===== src/rtl/reg_bank_16x16.sv =====
// reg_bank_16x16: sixteen DATA_W-bit registers with a single write port,
// write accept/reject pulses, and a sequential clear that walks r0..r15
// one register per cycle while busy is high.
module reg_bank_16x16 #(
   parameter int DATA_W = 16,
   parameter int NREG   = 16   // the port list below is fixed at 16 registers
) (
   input  logic              clk,
   input  logic              rst_n,
   input  logic              wr_en,
   input  logic [4:0]        wr_select,
   input  logic [DATA_W-1:0] wr_data,
   input  logic              clr_start,
   output logic [DATA_W-1:0] r0,
   output logic [DATA_W-1:0] r1,
   output logic [DATA_W-1:0] r2,
   output logic [DATA_W-1:0] r3,
   output logic [DATA_W-1:0] r4,
   output logic [DATA_W-1:0] r5,
   output logic [DATA_W-1:0] r6,
   output logic [DATA_W-1:0] r7,
   output logic [DATA_W-1:0] r8,
   output logic [DATA_W-1:0] r9,
   output logic [DATA_W-1:0] r10,
   output logic [DATA_W-1:0] r11,
   output logic [DATA_W-1:0] r12,
   output logic [DATA_W-1:0] r13,
   output logic [DATA_W-1:0] r14,
   output logic [DATA_W-1:0] r15,
   output logic              wr_ack,
   output logic              wr_err,
   output logic              busy
);

   localparam logic [0:0] IDLE  = 1'b0;
   localparam logic [0:0] CLEAR = 1'b1;

   logic [0:0]        state;
   logic [3:0]        clr_idx;
   logic [DATA_W-1:0] regs [NREG];

   logic              wr_take;    // write request actually considered this edge
   logic              sel_zero;   // accepted no-op target
   logic              sel_legal;  // targets r0..r15
   logic [3:0]        wr_idx;

   // Decode the write request; a clear request in IDLE pre-empts any write,
   // and nothing is written while the clear sequence runs.
   always_comb begin
      wr_take   = (state == IDLE) && wr_en && !clr_start;
      sel_zero  = (wr_select == 5'd0);
      sel_legal = !sel_zero && (wr_select <= 5'd16);
      // 1..16 map to 0..15; 16 wraps 0-1 to 15 in four bits.
      wr_idx    = wr_select[3:0] - 4'd1;
   end

   // Two-state controller: IDLE, or CLEAR walking clr_idx 0..15 then wrapping.
   always_ff @(posedge clk or negedge rst_n) begin
      if (!rst_n) begin
         state   <= IDLE;
         clr_idx <= 4'd0;
      end else begin
         case (state)
            IDLE: begin
               if (clr_start) begin
                  state   <= CLEAR;
                  clr_idx <= 4'd0;
               end
            end
            CLEAR: begin
               clr_idx <= clr_idx + 4'd1;
               if (clr_idx == 4'd15) begin
                  state <= IDLE;
               end
            end
            default: begin
               state   <= IDLE;
               clr_idx <= 4'd0;
            end
         endcase
      end
   end

   // One-cycle response pulses; mutually exclusive by construction.
   always_ff @(posedge clk or negedge rst_n) begin
      if (!rst_n) begin
         wr_ack <= 1'b0;
         wr_err <= 1'b0;
      end else begin
         wr_ack <= wr_take && (sel_zero || sel_legal);
         wr_err <= wr_take && !sel_zero && !sel_legal;
      end
   end

   // Register storage: cleared one per cycle in CLEAR, otherwise loaded by legal writes.
   always_ff @(posedge clk or negedge rst_n) begin
      if (!rst_n) begin
         for (int i = 0; i < NREG; i++) begin
            regs[i] <= '0;
         end
      end else if (state == CLEAR) begin
         regs[clr_idx] <= '0;
      end else if (wr_take && sel_legal) begin
         regs[wr_idx] <= wr_data;
      end
   end

   assign busy = (state == CLEAR);

   assign r0  = regs[0];
   assign r1  = regs[1];
   assign r2  = regs[2];
   assign r3  = regs[3];
   assign r4  = regs[4];
   assign r5  = regs[5];
   assign r6  = regs[6];
   assign r7  = regs[7];
   assign r8  = regs[8];
   assign r9  = regs[9];
   assign r10 = regs[10];
   assign r11 = regs[11];
   assign r12 = regs[12];
   assign r13 = regs[13];
   assign r14 = regs[14];
   assign r15 = regs[15];

endmodule


===== config.mk =====
export PLATFORM = sky130hd
export DESIGN_NAME = reg_bank_16x16
export DESIGN_NICKNAME = d
export VERILOG_FILES = /design/src/rtl/reg_bank_16x16.sv
export SDC_FILE = /design/constraint.sdc
export NUM_CORES = 1
export LEC_CHECK = 0
export BUFFER_PORTS_ARGS = -buffer_cell sky130_fd_sc_hd__buf_4
export CAP_MARGIN = 15
export CORE_UTILIZATION = 44
export CTS_BUF_LIST = sky130_fd_sc_hd__clkbuf_4
export CTS_CLUSTER_DIAMETER = 50
export DETAILED_ROUTE_END_ITERATION = 8
export PLACE_DENSITY = 0.69
export SYNTH_ARGS = -nofsm -noshare
export SYNTH_HDL_FRONTEND = slang
export SYNTH_SLANG_ARGS = --single-unit
export TNS_END_PERCENT = 5

===== constraint.sdc =====
create_clock -name clk -period 3.3 [get_ports clk]
set_clock_uncertainty 0.2 [all_clocks]
set_input_delay 0.165 -clock clk [delete_from_list [all_inputs] [get_ports clk]]
set_output_delay 0.165 -clock clk [all_outputs]
set_load 0.005 [all_outputs]

==> results.txt, run 1 <==
* Kind of path behind the tightest hold check: in -> reg
- Total power for the finished layout comes to 11,620 µW.
* Number of failing setup endpoints in the final timing report: 0
- Post-CTS repair changed the size of 0 cells.
- The critical path in this run is classified as in -> reg.
* Headroom to the max-slew limit: 0.4085
- Share of synthesized registers carrying an async set or reset: 1.000
- Yosys warns: 0
* Min cycle time layout: around 2500 ps
- Synthesis produced a netlist with a net count of 1,167.
* Critical path data required time: 3670 ps
* H-tree depth reported by CTS: 3
- Total wire length after detailed routing: 34,900 µm
* Number of nets in the layout: 1,481
- Maximum Capacitance Violations: 0
- Library cell used as clock root buffer: sky130_fd_sc_hd__clkbuf_4
* Number of buffer cells added on primary ports: roughly 280
* Kind of launch point of the worst setup path: input pin
* Synth area leaders: sky130_fd_sc_hd__dfrtp_1 61%, sky130_fd_sc_hd__nand2_1 14%, sky130_fd_sc_hd__o21ai_0 5.9%
- OpenSTA, run right after detailed placement, puts the worst setup slack at 714.3 ps.
* Clock tree from TritonCTS: done
* Synth unique cells: 37
* First-pass DRT Iterations: 6
- Of the available clock period, the critical path in the final layout requires 0.7670.
- Sequential-to-total area share from yosys stat: 0.6129
- Among all flip-flop cells after synthesis, the most frequent one is sky130_fd_sc_hd__dfrtp_1.
* Synth Register Bits: 263
* P&R area growth vs syn: 33.64%
- The via count of the first global-routing pass came to 9,043.
* Leakage power summed over all cells: between 0.007 and 0.008 µW
- Highest Clock Rate: 395.1 MHz
- In this run the mean area of a mapped cell was 9.452 µm².
- For the pin with the worst max-slew slack, the measured transition is 887.2 ps.
* Endpoint of the worst-slack reg-to-reg timing path: r0[5]$_DFFE_PN0P_
* Setup total negative slack: 0 ps
- Yosys instantiated no cell more often than sky130_fd_sc_hd__nand2_1.
- The worst-case IR drop observed on VDD is approximately 0.0004 V.
- The count of nets left with antenna violations once routing finished came out at 0.
- Vias: 9,317
- Count of routing violations after the opening detailed-route iteration: 589
- Top-Level Pins: 284
- Count of flip-flops with a built-in enable after synthesis: 0
* Outcome: complete, no violations
- The largest total area in the synthesized netlist belongs to sky130_fd_sc_hd__dfrtp_1.
- Number of antenna violations at the first check in global routing: 1
- The number of pins with negative max-slew slack in the final report was 0.
* Y dimension of the die: 158.2 µm
- Site Rows: 56
- Power per Cell Area: just over 800 nW/µm²
- The commonest cells after synthesis are 399 x sky130_fd_sc_hd__nand2_1, 263 x sky130_fd_sc_hd__dfrtp_1, 126 x sky130_fd_sc_hd__o21ai_0.
- Drt drc: 0
- After clock tree synthesis, the clock-pin slew on the worst setup and hold paths is approximately 60 ps.
- In the final layout, the share of cells above drive strength 1 is 0.2913.
- Die width: 158.2 µm
- Setup repair after global routing left no endpoint under its margin.
- In this run the cell area of the synthesized design comes to 10,740 µm².
* Effective utilization at floorplan: 0.4534
- The die covers around 25,000 µm².
* Launch instance of the worst register-to-register path: busy$_DFF_PN0_
* Final core utilization: 0.6059
- The hold violation total from the final report came to 0.
- At the end of routability-driven placement, the weighted congestion stood at about 0.8.
* Routed via count divided by cell count: just over 5
- Tracing the worst setup path back leads to its startpoint at wr_select[1].
- Following the worst setup path forward leads to its endpoint at r3[9]$_DFFE_PN0P_.
- Worst r2r path cells: 4
- Cell area reported after detailed placement: 13,160 µm²
- The first global-routing pass estimated 53,010 µm of wire.
- Global routing finished with a remaining overflow of 0.
- The longest clock path from root to sink contains 3 buffers.
* Data arrival, critical path: 2900 ps
- Detailed placement finished with a half-perimeter wire length of between 20,000 and 25,000 µm.
- After floorplanning, the core was sized to cover 23,680 µm².
- Pin count of the biggest net entering global routing: 76
* Worst setup EP type: register
- After routing the design area is 14,350 µm².
- Total clock buffers created by CTS: 72
* Number of instances in the synthesized netlist: 1,136
- Post-route setup slack: 768.7 ps
- At the later pin of the worst-skew pair, clock insertion delay measures 670 ps.
- Number of filler cells placed in the layout: ~2,100
- Across all register-to-register paths, the minimum setup slack is a little over 800 ps.
- The tree built by TritonCTS fans out to 263 sinks.
- Routed wire per std cell: 19.17 µm
- Along the worst path, the maximum fanout reaches 16.
* GRT Resource Usage Total: 0.2838
- Area share of the largest cell type after synthesis: 0.6129
state kept, by name (all words and copies together), names as in the netlist:
register  cells
busy          1
clr_idx       4
r0           16
r1           16
r10          16
r11          16
r12          16
r13          16
r14          16
r15          16
r2           16
r3           16
r4           16
r5           16
r6           16
r7           16
r8           16
r9           16
wr_ack        1
wr_err        1
cell type report:
| cell class | count | area, µm² | share of cell area |
|---|---|---|---|
| Timing Repair Buffer | 330 | 2595 | 0.1808 |
| Sequential cell | 263 | 6581 | 0.4586 |
| Multi-Input combinational cell | 762 | 3794 | 0.2644 |
| Clock buffer | 113 | 848.3 | 0.05912 |
| Inverter | 21 | 78.83 | 0.005493 |
| Tap cell | 319 | 399.1 | 0.02781 |
| Clock inverter | 11 | 51.30 | 0.003575 |
| Antenna cell | 1 | 2.502 | 0.0001744 |
cell families (layout without fill, tap and decap cells):
| kind of cell | count (synthesis) | after routing | synth area share |
|---|---|---|---|
| DFF | 263 | 263 | 0.6129 |
| xor gates and xnor gates | 2 | 2 | 0.001632 |
| other | 0 | 1 | 0 |
| muxes | 33 | 33 | 0.03088 |
| adders and majority gates | 6 | 6 | 0.006991 |
| AOI/OAI and AO/OA | 213 | 213 | 0.1059 |
| and+or+nand+nor | 508 | 508 | 0.2016 |
| buffers and inverters | 111 | 475 | 0.04008 |
metal layers:
metal  vias to the layer above  GRT usage  routed length (µm)
met5                         -          0                   0
met4                         0     0.1131                 959
met3                        63    0.09034                3386
met2                       424     0.4261               15720
met1                      4437     0.3808               14830
li1                       4393          -                   -
layout by cell type, fill, tap and decap left out, types with 2 or more instances in the layout:
cell and n:
sky130_fd_sc_hd__nand3b_1 2, sky130_fd_sc_hd__ha_1 6, sky130_fd_sc_hd__and3_1 2, sky130_fd_sc_hd__nand2b_1 3, sky130_fd_sc_hd__clkinv_1 5, sky130_fd_sc_hd__nand3_1 18
sky130_fd_sc_hd__nor3b_1 3, sky130_fd_sc_hd__a22o_1 19, sky130_fd_sc_hd__dfrtp_1 263, sky130_fd_sc_hd__and4_1 5, sky130_fd_sc_hd__o21ai_1 67, sky130_fd_sc_hd__o21ai_0 126
sky130_fd_sc_hd__clkbuf_4 113, sky130_fd_sc_hd__mux2i_1 32, sky130_fd_sc_hd__nor4_4 8, sky130_fd_sc_hd__inv_2 4, sky130_fd_sc_hd__and3b_1 2, sky130_fd_sc_hd__buf_4 300
sky130_fd_sc_hd__nor4_2 2, sky130_fd_sc_hd__buf_12 2, sky130_fd_sc_hd__nor2_1 21, sky130_fd_sc_hd__dlygate4sd3_1 26, sky130_fd_sc_hd__inv_1 20, sky130_fd_sc_hd__nor3_1 34
sky130_fd_sc_hd__nand2_1 399, sky130_fd_sc_hd__nor2b_1 2
how the worst min path moves through the flow:
stage	slack, ps	cells after the start	to	startpoint
after CTS	100	5	r3[6]$_DFFE_PN0P_	wr_en
after global routing	160	5	r3[8]$_DFFE_PN0P_	wr_en
after global placement	-0.3	1	r14[8]$_DFFE_PN0P_	rst_n
after detailed placement	-3	1	r14[14]$_DFFE_PN0P_	rst_n
after floorplan	-330	0	busy$_DFF_PN0_	rst_n
final	160	5	r13[4]$_DFFE_PN0P_	wr_en
metrics by stage:
| stage | hold slack, ps | std cells |
|---|---|---|
| final | 156.4 | 1820 |
| after global routing | 161.9 | 1820 |
| after CTS | 104.6 | 1819 |
| after detailed placement | -2.763 | 1668 |
| after global placement | -0.2827 | 1668 |
| after floorplan | -330.6 | 1136 |
worst max-delay path: stages:
cell and delay (ps):
sky130_fd_sc_hd__dlygate4sd3_1 550, sky130_fd_sc_hd__buf_4 170, sky130_fd_sc_hd__nor4_2 410, sky130_fd_sc_hd__ha_1 400, sky130_fd_sc_hd__nand2b_1 470, sky130_fd_sc_hd__nand3b_1 180, sky130_fd_sc_hd__buf_4 300, sky130_fd_sc_hd__mux2i_1 230
power breakdown:
part,switching (µW),internal [µW],total [µW]
Sequential,725,4330,5060
Combinational,1780,1860,3640
Clock,1370,1550,2920
Total,3880,7740,11600
repair_timing:
item,4_1_cts,5_1_grt
setup buffers,0,0
endpoints found under the hold margin,526,0
hold buffers,27,0
No activity file was read; power rests on OpenSTA's default activity.
==> run 2: changes to the inputs <==
Clock period 3.3 ns to 2.56 ns, I/O delays scaled along.
==> run 2 against run 1 <==
Via count increased by 0.67%. Cell count is 0.11% lower. Core utilization is 0.13 points higher. Wire length is 0.16% higher. Sequential power rose by 29%.
==> results.txt, run 2 (synthesis gave the netlist of run 1 again) <==
* Outcome: complete, no violations
- met2 is the most crowded layer.
- Power per Cell Area: 1044 nW/µm²
- Slew @ Worst Pin: approximately 920 ps
- The floorplan has 56 rows.
- Vias: 9,379
- In this run, CTS created clock tree buffers numbering 70.
- Data arrival, critical path: around 2800 ps
- The endpoint identified for the worst register-to-register timing path is r15[9]$_DFFE_PN0P_.
* Area of all placed cells without fillers: 14,380 µm²
- After filler insertion, the fill cell instance count of the layout stands at 2,082.
- Summing all flip-flop and latch instances after layout gives 6581 µm².
* Hold Crit Start: clr_start
- Launch instance of the worst register-to-register path: busy$_DFF_PN0_
- CP Launch Point: wr_select[0]
* Effective utilization at floorplan: 0.4534
- For this run, the total global-route usage over all layers was measured as 0.2845.
- Routed via count divided by cell count: 5.159
- During I/O placement, the number of pins put on the boundary was 284.
- After detailed placement, the total cell area comes to 13,220 µm².
- Leaving out fill and tap cells, the most frequent cell in the layout is sky130_fd_sc_hd__nand2_1.
- Proportion of power drawn by combinational gates: 0.314
- Footprint of the multi-input gates: 3796 µm²
* Setup slack on the worst flop-to-flop path: roughly 300 ps
- Worst setup EP type: register
* Min cycle time layout: 2409 ps
- Grt ovf: 0
- Share of the clock period used by the worst path: 0.9409
- Global routing usage on met2: 0.4250
- Counting instances, the worst hold path has a depth of 4.
* Y dimension of the die: ~160 µm
* Worst r2r path cells: 5
* Total wire length after detailed routing: 34,950 µm
- Of the total power, registers draw 0.434.
- For this run, global-route usage on met1 was measured as 0.3849.
- The die covers 25,030 µm².
* Routed wire per std cell: between 15 and 20 µm
- Entering global routing, the biggest net connects 87 pins.
- Clock-pin slew reported for the worst setup and hold paths after clock tree synthesis: 60 ps
- Total net switching power: slightly below 5000 µW
- Headroom to the max-slew limit came out at 0.3861.
- In the layout the commonest cells are 399 x sky130_fd_sc_hd__nand2_1, 305 x sky130_fd_sc_hd__buf_4, 263 x sky130_fd_sc_hd__dfrtp_1, 126 x sky130_fd_sc_hd__o21ai_0, 105 x sky130_fd_sc_hd__clkbuf_4.
* Maximum Capacitance Violations: 0
* Floorplan core area: 23,680 µm²
- H-tree depth reported by CTS: 3
- The via count of the first global-routing pass is between 9,000 and 10,000.
* Leakage power summed over all cells: 0.007147 µW
- The wire-length estimate of the detail-placed layout is between 20,000 and 25,000 µm.
* Worst Hold Endpoint: busy$_DFF_PN0_
- Internal Pwr Total: roughly 10,000 µW
- Of all nets on the critical path, the largest fanout is 6.
- Weighted congestion at the end of routability-driven global placement: 0.8561
- In the global route stage, met3 resource usage came out at 0.09581.
* Number of buffer cells added on primary ports: between 200 and 300
- Library cell used as clock root buffer: sky130_fd_sc_hd__clkbuf_4
- Clock latency on the worst-skew pair: 650 ps
- TritonCTS built the clock tree.
- The critical path in this run is classified as in -> reg.
- The first global-routing pass estimated 52,900 µm of wire.
- The number of pins with negative max-slew slack in the final report was 0.
- The clock drives 263 sinks.
- The area growth from synthesis to layout is 33.93%.
- Post-CTS Setup Inserts: 0
- Setup repair after global routing missed its margin: false
- Of the cells placed in the final design, the portion with a size suffix greater than 1 is 0.2906.
* Kind of path behind the tightest hold check: in -> reg
* Maximum resistive drop on vdd: 0.0005964 V
* Highest Clock Rate: roughly 420 MHz
- Count of routing violations after the opening detailed-route iteration: 729
* Number of failing setup endpoints in the final timing report: 0
* First-pass DRT Iterations: 5
* Number of antenna violations at the first check in global routing: 1
* Critical path data required time: 2930 ps
- The hold violation total from the final report was 0.
- Setup total negative slack: 0 ps
- ANT nets after route: 0
- Drt drc: 0
- The clock passes through at most 3 buffers.
* Die width: 158.2 µm
* Share of power burned in the clock network: 0.251
- Of the total power, the share spent switching nets is 0.3309.
- Kind of launch point of the worst setup path: input pin
- Number of nets in the layout: between 1,000 and 1,500
==> run 2: cell count changes in the layout (fill, tap and decap cells not counted), sizes merged <==
| cell | delta |
|---|---|
| clkbuf | -8 |
| buf | +5 |
| clkinv | -3 |
| bufinv | +2 |
| clkinvlp | +1 |
| diode | +1 |
| dlygate4sd3 | +1 |
| inv | -1 |
==> run 2: final cells by class <==
cell class	count	area share
inverter	21	0.005481
clock inverter	10	0.006786
clock buffer	105	0.05481
tap	319	0.02775
multi-input combinational	762	0.2640
sequential	263	0.4576
antenna	2	0.0003480
timing repair buffer	336	0.1832
==> run 2: critical path, stage by stage <==
cell,delay [ps]
sky130_fd_sc_hd__dlygate4sd3_1,560
sky130_fd_sc_hd__buf_4,180
sky130_fd_sc_hd__nor4_2,400
sky130_fd_sc_hd__inv_1,100
sky130_fd_sc_hd__ha_1,200
sky130_fd_sc_hd__dlygate4sd3_1,560
sky130_fd_sc_hd__nor2_1,100
sky130_fd_sc_hd__dlygate4sd3_1,560
==> run 2: worst max path at each step <==
stage	end	slack, ps	depth (start not counted)
final	wr_ack$_DFF_PN0_	150	8
after global routing	r12[0]$_DFFE_PN0P_	8	9
after CTS	r12[13]$_DFFE_PN0P_	250	10
after detailed placement	r12[1]$_DFFE_PN0P_	110	8
after global placement	r12[3]$_DFFE_PN0P_	260	8
after floorplan	r3[10]$_DFFE_PN0P_	150	9
==> run 2: power groups by stage <==
stage               Combinational (µW)  Clock (µW)  Sequential [µW]
floorplan                         1600           0             6500
global placement                  4610           0             6520
detailed placement                4730           0             6530
CTS                               4750        3870             6510
global route                      5220        4070             6680
finish                            4720        3770             6520
==> run 2: stage by stage <==
| step | hold WS (ps) | total power (µW) | setup slack, ps | util | instances |
|---|---|---|---|---|---|
| after floorplan | -367.6 | 8102 | 146.9 | - | 1136 |
| after global placement | -8.387 | 11130 | 261.6 | 0.5581 | 1674 |
| after detailed placement | -11.91 | 11260 | 112.9 | 0.5581 | 1674 |
| after CTS | 151.1 | 15130 | 245.2 | 0.6069 | 1816 |
| after global routing | 182.0 | 15970 | 7.752 | 0.6072 | 1818 |
| final | 212.4 | 15010 | 151.2 | 0.6072 | 1818 |
==> run 2: per-layer routing <==
layer  share of wire  vias up
met5               0        -
met4           0.023        0
met3           0.094       46
met2            0.45      370
met1            0.43     4562
li1                -     4401
==> run 2: repair_timing <==
item                                   4_1_cts  5_1_grt
gates resized for setup                      0        1
setup endpoints to repair                    0       10
hold buffers                                27        0
endpoints found under the hold margin      526        0
==> run 3: changes to the inputs <==
Settings changed: ABC_AREA from default to 1, PLACE_DENSITY 0.69 to 0.68.
==> run 3 against run 2 <==
First-iteration DRC count grew 31%. Design area increased by 6.8%. Cell count up 17%. Total power down 18%. Combinational power decreased by 34%. Synthesized area rose by 6.3%. Fmax decreased by 2.2%. Die area up 6.2%. Worst hold slack got worse by 160 ps. Sequential power fell by 21%. Critical endpoint is now r4[6]$_DFFE_PN0P_. Largest cell class unchanged.
==> results.txt, run 3 <==
* Outcome: complete, no violations
- The synthesized design contains 0 enable-type register cells.
- Clock tree synthesis selected as its root buffer the cell sky130_fd_sc_hd__clkbuf_4.
* Synth area leader: sky130_fd_sc_hd__dfrtp_1
- Along the worst path, the maximum fanout reaches 16.
- Pin count of the biggest net entering global routing: 76
* Vias in the first global route: 10,550
- Detailed placement finished with a half-perimeter wire length of 24,330 µm.
- Synth Net Count: 1,421
* Clock-pin slew reported for the worst setup and hold paths after clock tree synthesis: 70 ps
* Weighted congestion at the end of routability-driven global placement: 0.8467
- Worst r2r path cells: 5
- Critical path data required time: 3000 ps
* Grt ovf: 0
* Synthesized area per cell: approximately 8.2 µm²
- Dividing the detail-routed wire length by the instance count gives 18.22 µm.
* Power per Cell Area: 806.4 nW/µm²
- Wire length of the first global-routing pass: slightly below 60,000 µm
- For this configuration, the core starts out at a cell density of 0.4505.
- Number of filler cells placed in the layout: 2,237
- Subtracting the final worst setup slack from the clock period gives 2463 ps.
- Of the available clock period, the critical path in the final layout requires 0.9621.
* First-pass DRT Iterations: 6
* Post-CTS Setup Inserts: 0
- For this block, the routed nets add up to 38,720 µm of wire.
- Cell type of the slowest stage on the worst timing path: sky130_fd_sc_hd__dlygate4sd3_1
* Footprint of the multi-input gates: about 3800 µm²
- Static timing analysis puts the maximum clock frequency at 406.0 MHz.
* Share of synthesized registers carrying an async set or reset: 1.000
- The critical path goes through buf_4, dlygate4sd3_1, inv_2, nand3_2, clkinv_1, ha_2, nand3_4, nor2_1, buf_6, nand2_1, dlygate4sd3_1, nand2_1.
* Kind of path behind the tightest hold check: in -> reg
* ANT nets after route: 0
- Yosys mapped the design onto 21 distinct sky130hd cell types.
- Among all cell types in the netlist, the one instantiated most often is sky130_fd_sc_hd__nand2_1.
* Number of buffer cells added on primary ports: 283
- Among all flip-flop cells after synthesis, the most frequent one is sky130_fd_sc_hd__dfrtp_1.
- The worst path meets setup with slightly below 100 ps of slack.
- Summed over all cells, the static leakage comes to between 0.008 and 0.009 µW.
- Data on the critical path arrives at its endpoint at 2900 ps.
- STA classifies the critical path startpoint as an input pin.
* Leading cell type in the layout, fill and taps excluded: sky130_fd_sc_hd__nand2_1
* Site Rows: 58
- Headroom to the max-slew limit: 0.5696
* TritonCTS sink count: ~260
- Slew @ Worst Pin: 644.1 ps
- Floorplan core area: approximately 25,000 µm²
- Number of antenna violations at the first check in global routing: 1
- For the worst-skew pair, the clock arrives at the later sink with an insertion delay of between 600 and 700 ps.
- The first routing iteration left 958 violations.
* Syn Std Cell Area: 11,410 µm²
* Share of final-layout standard cells stronger than drive strength 1: 0.2586
- Number of nets in the layout: about 1,800
- Counting instances in the post-synthesis netlist gives the leading cell types as 483 x sky130_fd_sc_hd__nand2_1, 263 x sky130_fd_sc_hd__dfrtp_1, 175 x sky130_fd_sc_hd__inv_1.
- Number of instances in the synthesized netlist: 1,390
- Top-Level Pins: between 200 and 300
- The hold violation total from the final report is 0.
- The die is 163.0 µm wide.
* Number of instances on the worst hold path: 7
* Vias: approximately 11,000
* Count of placed standard cells including taps: between 1,500 and 2,000
- Using the TritonRoute via totals, the vias-per-cell ratio works out to between 5 and 6.
- Clock tree synthesis inserted a total of 74 buffers.
* Combined flip-flop and latch cell area: between 6000 and 7000 µm²
- The synthesized design contains 263 register bits.
* Number of buffers on the longest clock path: 3
* Synth area leaders: sky130_fd_sc_hd__dfrtp_1 58%, sky130_fd_sc_hd__nand2_1 16%, sky130_fd_sc_hd__o21ai_0 7.5%
- The setup path with the least slack is of type in -> reg.
* Maximum Capacitance Violations: 0
- The floorplan step defined a die boundary enclosing 26,580 µm².
* H-tree depth reported by CTS: 3
- Worst setup EP type: register
- Drt drc: 0
* Yosys warns: 0
- Hold WS: 51.28 ps
* Y dimension of the die: 163.0 µm
* GRT Resource Usage Total: 0.2933
- The top cell types in the final layout, fill and taps aside, are 482 x sky130_fd_sc_hd__nand2_1, 312 x sky130_fd_sc_hd__buf_4, 262 x sky130_fd_sc_hd__dfrtp_1, 174 x sky130_fd_sc_hd__inv_1, 166 x sky130_fd_sc_hd__o21ai_0.
- Sequential-to-total area share from yosys stat: 0.5768
- Area share of the largest cell type after synthesis: 0.5768
- Filler-free cell count of the finished design: 2,125
- The worst-case IR drop observed on VDD is 0.0005549 V.
- TritonCTS built the clock tree.
- The number of pins with negative max-slew slack in the final report was 0.
- Compared with the post-synthesis result, the final layout area differs by 34.58%.
- Post-Place Worst Slack: 34.42 ps
* Max stage delay on crit path: 620 ps
* Number of failing setup endpoints in the final timing report: 0
run 3: worst paths after layout:
path / startpoint / to / slack (ps)
max: wr_select[3] / r4[6]$_DFFE_PN0P_ / 100
min: wr_select[1] / r15[3]$_DFFE_PN0P_ / 50
max reg2reg: busy$_DFF_PN0_ / wr_err$_DFF_PN0_ / 160
min reg2reg: r4[1]$_DFFE_PN0P_ / r4[1]$_DFFE_PN0P_ / 280
max in group asynchronous: rst_n / r4[3]$_DFFE_PN0P_ / 1020
min in group asynchronous: rst_n / r7[1]$_DFFE_PN0P_ / 350
run 3: power by group:
part | internal (µW) | switching (µW)
Sequential | 4670 | 497
Combinational | 1230 | 1900
Clock | 2240 | 1840
Total | 8140 | 4240
run 3: routing by layer:
| layer | vias to the layer above | share of wire | global-route usage |
|---|---|---|---|
| li1 | 5068 | - | - |
| met1 | 5326 | 0.41 | 0.3819 |
| met2 | 554 | 0.48 | 0.4696 |
| met3 | 74 | 0.085 | 0.06780 |
| met4 | 0 | 0.030 | 0.1253 |
| met5 | - | 0 | 0 |
run 3: logic make-up (layout without fill, tap and decap cells):
| logic type | count (synthesis) | in the layout | share of synthesized area |
|---|---|---|---|
| compound gates | 180 | 180 | 0.08082 |
| fa+ha+maj | 6 | 6 | 0.006579 |
| buf+inv | 273 | 676 | 0.09486 |
| flops | 263 | 263 | 0.5768 |
| other cells | 0 | 1 | 0 |
| simple gates | 668 | 669 | 0.2409 |
run 3: critical path: cells and delay by family:
kind,cells,cell delay (ps)
fa+ha+maj,1,400
buf+inv,6,1670
simple gates,5,690
run 3: repair_timing:
item / in CTS / in global routing
hold buffers: 43 / 0
gates resized for setup: 0 / 9
hold endpoints to repair: 526 / 0
setup endpoints to repair: 0 / 34
run 3: final cells by class:
class | count | area share
Sequential cell | 263 | 0.4287
Timing Repair Buffer | 363 | 0.1890
Antenna cell | 1 | 0.0001630
Tap cell | 330 | 0.02689
Clock buffer | 114 | 0.05574
Clock inverter | 16 | 0.009208
Multi-Input combinational cell | 855 | 0.2456
Inverter | 183 | 0.04474
run 3: through the flow:
step | total power (µW) | setup TNS (ps) | util | instance area, µm²
floorplan | 6671 | 0 | - | 11410
global placement | 8193 | 0 | 0.5484 | 13890
detailed placement | 8265 | 0 | 0.5484 | 13890
CTS | 12430 | 0 | 0.6047 | 15320
global route | 13090 | -0.3886 | 0.6063 | 15350
finish | 12380 | 0 | 0.6063 | 15350
